## src/rtl/bit_serializer_pkg.sv

```systemverilog
// Shared types and constants for the bit_serializer transmit path.
// Holds the FSM state encoding, the completed-word counter width and a sizing helper.
package bit_serializer_pkg;

  typedef enum logic [1:0] {
    ST_IDLE  = 2'd0,
    ST_SHIFT = 2'd1,
    ST_GAP   = 2'd2
  } state_t;

  localparam int COUNT_W = 16;

  // Counter width able to hold 0..n-1, never narrower than one bit.
  function automatic int bits_for(input int n);
    return (n > 1) ? $clog2(n) : 1;
  endfunction

endpackage

```

## src/rtl/bit_serializer_sclk_gen.sv

```systemverilog
// Bit-clock generator: phase counter producing oSCLK plus end-of-phase and end-of-bit strobes.
// oSCLK is low for the first phase of each bit and high for the second.
module sclk_gen
  import bit_serializer_pkg::*;
#(
  parameter int HALF_PERIOD = 1
) (
  input  logic iCLK,
  input  logic iRST,
  input  logic i_enable,
  input  logic i_restart,
  output logic o_sclk,
  output logic o_phase_end,
  output logic o_bit_end
);

  localparam int PW = bits_for(HALF_PERIOD);
  localparam logic [PW-1:0] LAST_PHASE = PW'(HALF_PERIOD - 1);

  logic [PW-1:0] r_phase;
  logic          r_sclk;
  logic          w_phase_end;

  assign w_phase_end = i_enable && (r_phase == LAST_PHASE);

  // A bit ends when its high phase completes.
  assign o_bit_end   = w_phase_end && r_sclk;
  assign o_phase_end = w_phase_end;
  assign o_sclk      = r_sclk;

  always_ff @(posedge iCLK or negedge iRST) begin
    if (!iRST) begin
      r_phase <= '0;
      r_sclk  <= 1'b0;
    end else if (i_restart) begin
      r_phase <= '0;
      r_sclk  <= 1'b0;
    end else if (i_enable) begin
      if (w_phase_end) begin
        r_phase <= '0;
        r_sclk  <= ~r_sclk;
      end else begin
        r_phase <= r_phase + PW'(1);
      end
    end
  end

endmodule

```

## src/rtl/bit_serializer.sv

```systemverilog
// Parallel-to-serial transmitter: LSB-first data on oBit with a generated bit clock oSCLK.
// Define BIT_SERIALIZER_PARITY_EN to append an even-parity bit after each word.
module bit_serializer
  import bit_serializer_pkg::*;
#(
  parameter int WIDTH       = 32,
  parameter int HALF_PERIOD = 1,
  parameter int GAP_CYCLES  = 0
) (
  input  logic               iCLK,
  input  logic               iRST,
  input  logic [WIDTH-1:0]   iData,
  input  logic               iValid,
  output logic               oReady,
  output logic               oBit,
  output logic               oSCLK,
  output logic               oFrame,
  output logic               oDone,
  output logic [COUNT_W-1:0] oCount,
  output state_t             oState
);

  // Handshake: a word is taken when iValid && oReady at posedge; oReady is
  // low exactly while the holding register is occupied, and iValid is ignored then.

`ifdef BIT_SERIALIZER_PARITY_EN
  localparam int SW = WIDTH + 1;
`else
  localparam int SW = WIDTH;
`endif
  localparam int IW = $clog2(WIDTH + 1);
  localparam int GW = bits_for(GAP_CYCLES);
  localparam logic [IW-1:0] LAST_IDX = IW'(SW - 1);
  localparam logic [GW-1:0] LAST_GAP = GW'(GAP_CYCLES - 1);

  state_t               r_state;
  logic [WIDTH-1:0]     r_hold;
  logic                 r_hold_full;
  logic [SW-1:0]        r_shift;
  logic [IW-1:0]        r_bit_idx;
  logic                 r_frame;
  logic                 r_done;
  logic [COUNT_W-1:0]   r_count;
  logic [GW-1:0]        r_gap;

  logic                 w_sclk;
  logic                 w_phase_end;
  logic                 w_bit_end;
  logic                 w_last;
  logic                 w_word_end;
  logic                 w_load;
  logic                 w_accept;
  logic [SW-1:0]        w_load_word;

`ifdef BIT_SERIALIZER_PARITY_EN
  // Parity rides at the top of the shift register so it leaves last.
  assign w_load_word = {^r_hold, r_hold};
`else
  assign w_load_word = r_hold;
`endif

  assign w_accept   = iValid && !r_hold_full;
  assign w_last     = (r_bit_idx == LAST_IDX);
  assign w_word_end = w_bit_end && w_last;
  // Reload straight from the last bit only when no gap is required.
  assign w_load     = ((r_state == ST_IDLE) && r_hold_full) ||
                      (w_word_end && (GAP_CYCLES == 0) && r_hold_full);

  sclk_gen #(
    .HALF_PERIOD (HALF_PERIOD)
  ) u_sclk_gen (
    .iCLK        (iCLK),
    .iRST        (iRST),
    .i_enable    (r_state == ST_SHIFT),
    .i_restart   (w_load),
    .o_sclk      (w_sclk),
    .o_phase_end (w_phase_end),
    .o_bit_end   (w_bit_end)
  );

  always_ff @(posedge iCLK or negedge iRST) begin
    if (!iRST) begin
      r_hold      <= '0;
      r_hold_full <= 1'b0;
    end else if (w_load) begin
      r_hold_full <= 1'b0;
    end else if (w_accept) begin
      r_hold      <= iData;
      r_hold_full <= 1'b1;
    end
  end

  always_ff @(posedge iCLK or negedge iRST) begin
    if (!iRST) begin
      r_state   <= ST_IDLE;
      r_shift   <= '0;
      r_bit_idx <= '0;
      r_frame   <= 1'b0;
      r_done    <= 1'b0;
      r_count   <= '0;
      r_gap     <= '0;
    end else begin
      r_done <= 1'b0;
      if (w_load) begin
        r_shift   <= w_load_word;
        r_bit_idx <= '0;
        r_frame   <= 1'b1;
        r_state   <= ST_SHIFT;
      end else begin
        case (r_state)
          ST_SHIFT: begin
            if (w_bit_end) begin
              if (w_last) begin
                r_frame <= 1'b0;
                r_shift <= '0;
                if (GAP_CYCLES > 0) begin
                  r_state <= ST_GAP;
                  r_gap   <= '0;
                end else begin
                  r_state <= ST_IDLE;
                end
              end else begin
                r_shift   <= {1'b0, r_shift[SW-1:1]};
                r_bit_idx <= r_bit_idx + IW'(1);
              end
            end
          end
          ST_GAP: begin
            if (r_gap == LAST_GAP) begin
              r_state <= ST_IDLE;
            end else begin
              r_gap <= r_gap + GW'(1);
            end
          end
          default: ;
        endcase
      end
      if (w_word_end) begin
        r_done  <= 1'b1;
        r_count <= r_count + COUNT_W'(1);
      end
    end
  end

  assign oReady = ~r_hold_full;
  assign oBit   = r_shift[0];
  assign oSCLK  = w_sclk;
  assign oFrame = r_frame;
  assign oDone  = r_done;
  assign oCount = r_count;
  assign oState = r_state;

endmodule

```

## config.mk

```make
export PLATFORM = sky130hd
export DESIGN_NAME = bit_serializer
export DESIGN_NICKNAME = d
export VERILOG_FILES = /design/src/rtl/bit_serializer_pkg.sv /design/src/rtl/bit_serializer_sclk_gen.sv /design/src/rtl/bit_serializer.sv
export SDC_FILE = /design/constraint.sdc
export NUM_CORES = 1
export LEC_CHECK = 0
export CORE_MARGIN = 2
export CORE_UTILIZATION = 52
export DETAILED_ROUTE_END_ITERATION = 16
export HOLD_SLACK_MARGIN = 0.08
export PLACE_DENSITY_LB_ADDON = 0.1
export SYNTH_ARGS = -nofsm -noshare
export SYNTH_HDL_FRONTEND = slang
export SYNTH_HIERARCHICAL = 1
export SYNTH_SLANG_ARGS = --single-unit
```

## constraint.sdc

```tcl
create_clock -name iCLK -period 4.3 [get_ports iCLK]
set_input_delay 0.86 -clock iCLK [delete_from_list [all_inputs] [get_ports iCLK]]
set_output_delay 0.86 -clock iCLK [all_outputs]
set_load 0.03 [all_outputs]
```

==> flow_metrics.tcl <==
set metrics [dict create \
    synth_simple_gate_area_share 0.138 \
    synth_xor_xnor_area_share 0.0361 \
    synth-async-reset-ratio 1.00 \
    design.core.area_um2 7250 \
    layout.nets 416 \
    dieArea_um2 8180 \
    drc_errors 0 \
    final_antenna_net_count 0 \
    timing.critical_path.arrival_ns 2.85 \
    clock_power_share 0.235 \
    tritoncts "done" \
    via_count_of_the_first_global_routing_pass 2759 \
    ctsResizeCount 0 \
    crit_chain "nor2b_4 > and2_2 > nand4_1 > o31ai_4 > buf_4 > nor2_1 > mux2_2" \
    final_setup_violation_count 0 \
    outcome "finished clean" \
    avgViaCountPerCell 5.56 \
    min_delay_src "oCount[15]$_DFFE_PN0P_" \
    ys_seq_area_frac 0.593 \
    max_cap_viol_count 0 \
    period_share 0.605 \
    p_switching_uw 820 \
    initial_cell_density_of_the_core 0.535 \
    global_route.overflow_total 0 \
    fillerInstances 589 \
    clock_skew_ns 0.00929 \
    cts_setup_buffers 0 \
    finalHoldViolCount 0 \
    swShare 0.327 \
    crit_path_max_fanout 26 \
    timing_max_transition_violations_final 0 \
    netlist-cell-type-count 42 \
    synthCells 329 \
    worstPathBufferInverterCount 1 \
    grt_antenna_before_repair 0 \
    die_h_um 90.4 \
    grt_pass1_wl_mm 12.6 \
    max_frequency_mhz 384 \
    worst_r2r_startpoint "oState[0]$_DFFE_PN0P_" \
    synth-edff-count 0 \
    post-synth-top-area-cell "sky130_fd_sc_hd__dfrtp_1" \
    critPathTopFamily "simple AND/OR/NAND/NOR gates" \
    detail_route.first_pass.iterations 4 \
    global_route.usage.total 0.191 \
    hp-class "reg2reg" \
    synth_fp_nets 366 \
    route.final.wire_length_mm 7.20 \
    synth_top_area_share 0.593 \
    cts.path.max_buffers 2 \
    critical_path.startpoint "oState[0]$_DFFE_PN0P_" \
    cp_slowest_stage_delay_ns 0.63 \
    detailedRoute.firstIterationViolations 162 \
    cells_taking_the_most_area_after_synthesis "sky130_fd_sc_hd__dfrtp_1, sky130_fd_sc_hd__mux2_2, sky130_fd_sc_hd__a221oi_1, sky130_fd_sc_hd__nor2_1, sky130_fd_sc_hd__xnor2_1" \
    synth_top_family_by_area "simple AND/OR/NAND/NOR gates" \
    yosys-mux-area-fraction 0.102 \
    min_period_ns 2.60 \
    hpwlAfterDp_mm 4.54 \
    layout-drive-gt1-share 0.151 \
    yosysWarnings 6 \
    whs_ns 0.481 \
    synthesis.area_per_instance_um2 11.8 \
    vias 2685 \
    setup.worst_path.class "reg2reg" \
    clkLatencyLatePin_ns 0.35 \
    timing.critical_path.to_type "register" \
    cts_sinks 92 \
    crit_required_ns 4.54 \
    clk_root_buffer_cell "sky130_fd_sc_hd__clkbuf_8" \
    crit_path_top_delay_cell "sky130_fd_sc_hd__o31ai_4" \
    detail_route.wl_per_cell_um 14.9 \
    floorplan.die.width_um 90.4 \
    static-leakage-power_uw 0.00194 \
    slew_hr 0.219 \
    post_synth_fa_ha_maj_area_fraction 0.00644 \
    syn_area_um2 3880 \
    ir_worst_vdd_v 0.000271 \
    hold_buf_count_cts 0 \
    combPwrFrac 0.266 \
    totalNegativeSetupSlack_ns 0 \
    synth_top_cells_by_count "sky130_fd_sc_hd__dfrtp_1, sky130_fd_sc_hd__nor2_1, sky130_fd_sc_hd__a221oi_1, sky130_fd_sc_hd__mux2_2, sky130_fd_sc_hd__nand2_1" \
    timing_worst_slew_pin_value_ns 1.17 \
    buffer_ports.inserted 56 \
    area_growth_syn_to_layout_pct 21.5 \
    synth_top_flop_cell "sky130_fd_sc_hd__dfrtp_1" \
    synth_seq_cells 92 \
    grt_start_max_net_pins 70 \
    rows 31 \
    post-synth-top-count-cell "sky130_fd_sc_hd__dfrtp_1" \
    setup_repair_after_global_routing_missed_its_margin "no" \
    critical_path.startpoint_type "register" \
    cts_htree_levels 3 \
    internal_power_uw 1690 \
    sequential_group_share_of_total_power 0.498 \
    clkTransAtPathRegs_ns 0.09 \
    placer_s_final_routability_congestion_estimate 0.779 \
    numCtsBuffers 9 \
    power_density_nw_per_um2 531 \
    antenna_cells 0 \
    floorplan.io_pins 58 \
    synth_compound_area_frac 0.0966 \
]
[worst paths after layout]
kind                       cells past startpoint                  endpoint  slack, ns
setup / recovery                               7  r_bit_idx[0]$_DFFE_PN0P_       1.70
hold / removal                                 1    oCount[15]$_DFFE_PN0P_       0.48
setup reg to reg                               7  r_bit_idx[0]$_DFFE_PN0P_       1.70
hold reg to reg                                1    oCount[15]$_DFFE_PN0P_       0.48
max in group asynchronous                      2   r_shift[20]$_DFFE_PN0P_       2.84
min in group asynchronous                      1     oCount[1]$_DFFE_PN0P_       0.61
[sequential cells by signal, summed over array words and instances (netlist names)]
signal	count
r_hold_full	1
oDone	1
oFrame	1
r_bit_idx	6
oCount	16
oState	1
r_shift	32
u_sclk_gen/o_sclk	1
u_sclk_gen/r_phase	1
r_hold	32
[per-layer routing]
layer | up-vias | GRT usage | wire length (um)
met4 | 0 | 0.0692 | 90
met3 | 7 | 0.0501 | 232
met1 | 1355 | 0.236 | 3220
met2 | 58 | 0.326 | 3650
met5 | - | 0 | 0
li1 | 1265 | - | -
[cell type report]
class | count | area [um^2] | share of cell area
inverters | 3 | 11.3 | 0.00239
clock inverters | 5 | 60.1 | 0.0127
flip-flops and latches | 92 | 2300 | 0.488
repair buffers | 58 | 573 | 0.121
clock buffers | 11 | 141 | 0.0300
well taps | 99 | 124 | 0.0263
multi-input cells | 215 | 1510 | 0.319
[cell usage in the layout, fill, tap and decap left out, types with 2 or more instances in the layout]
cell type                         instances
sky130_fd_sc_hd__nor4_2                   2
sky130_fd_sc_hd__clkdlybuf4s50_1         55
sky130_fd_sc_hd__inv_1                    2
sky130_fd_sc_hd__a221oi_1                31
sky130_fd_sc_hd__buf_4                    3
sky130_fd_sc_hd__mux2_1                   2
sky130_fd_sc_hd__nand4_1                  5
sky130_fd_sc_hd__nand3_1                  7
sky130_fd_sc_hd__nor2b_4                  2
sky130_fd_sc_hd__a22o_1                   2
sky130_fd_sc_hd__and3_1                   2
sky130_fd_sc_hd__xor2_1                   6
sky130_fd_sc_hd__mux2_2                  31
sky130_fd_sc_hd__and4_1                   3
sky130_fd_sc_hd__nand2_1                 14
sky130_fd_sc_hd__xnor2_1                 10
sky130_fd_sc_hd__clkbuf_8                10
sky130_fd_sc_hd__nand2b_1                 2
sky130_fd_sc_hd__dfrtp_1                 92
sky130_fd_sc_hd__a21oi_1                  2
sky130_fd_sc_hd__nor2_1                  71
sky130_fd_sc_hd__ha_1                     2
sky130_fd_sc_hd__nor3_1                   4
[power groups by stage]
stage | clock, uW | combinational (uW) | sequential (uW)
after floorplan | 0 | 464 | 1250
after global placement | 0 | 649 | 1260
after detailed placement | 0 | 675 | 1260
after CTS | 604 | 677 | 1250
after global routing | 647 | 753 | 1280
final | 589 | 668 | 1250
[through the flow]
step	setup WS, ns	std cells	instance area [um^2]	utilization	power [uW]
detailed placement	1.61	467	4520	0.623	1940
global route	1.49	483	4720	0.651	2680
CTS	1.68	483	4720	0.651	2530
global placement	1.64	467	4520	0.623	1900
floorplan	2.32	329	3880	-	1720
finish	1.70	483	4720	0.651	2510
[kinds of logic after synthesis]
kind of cell / count (synthesis)
AND/OR/NAND/NOR: 117
flip-flops: 92
AO/OA/AOI/OAI: 44
multiplexers: 35
buffers and inverters: 22
XOR/XNOR: 16
adder cells (fa/ha/maj): 2
other: 1
No activity file was read; power rests on OpenSTA's default activity.
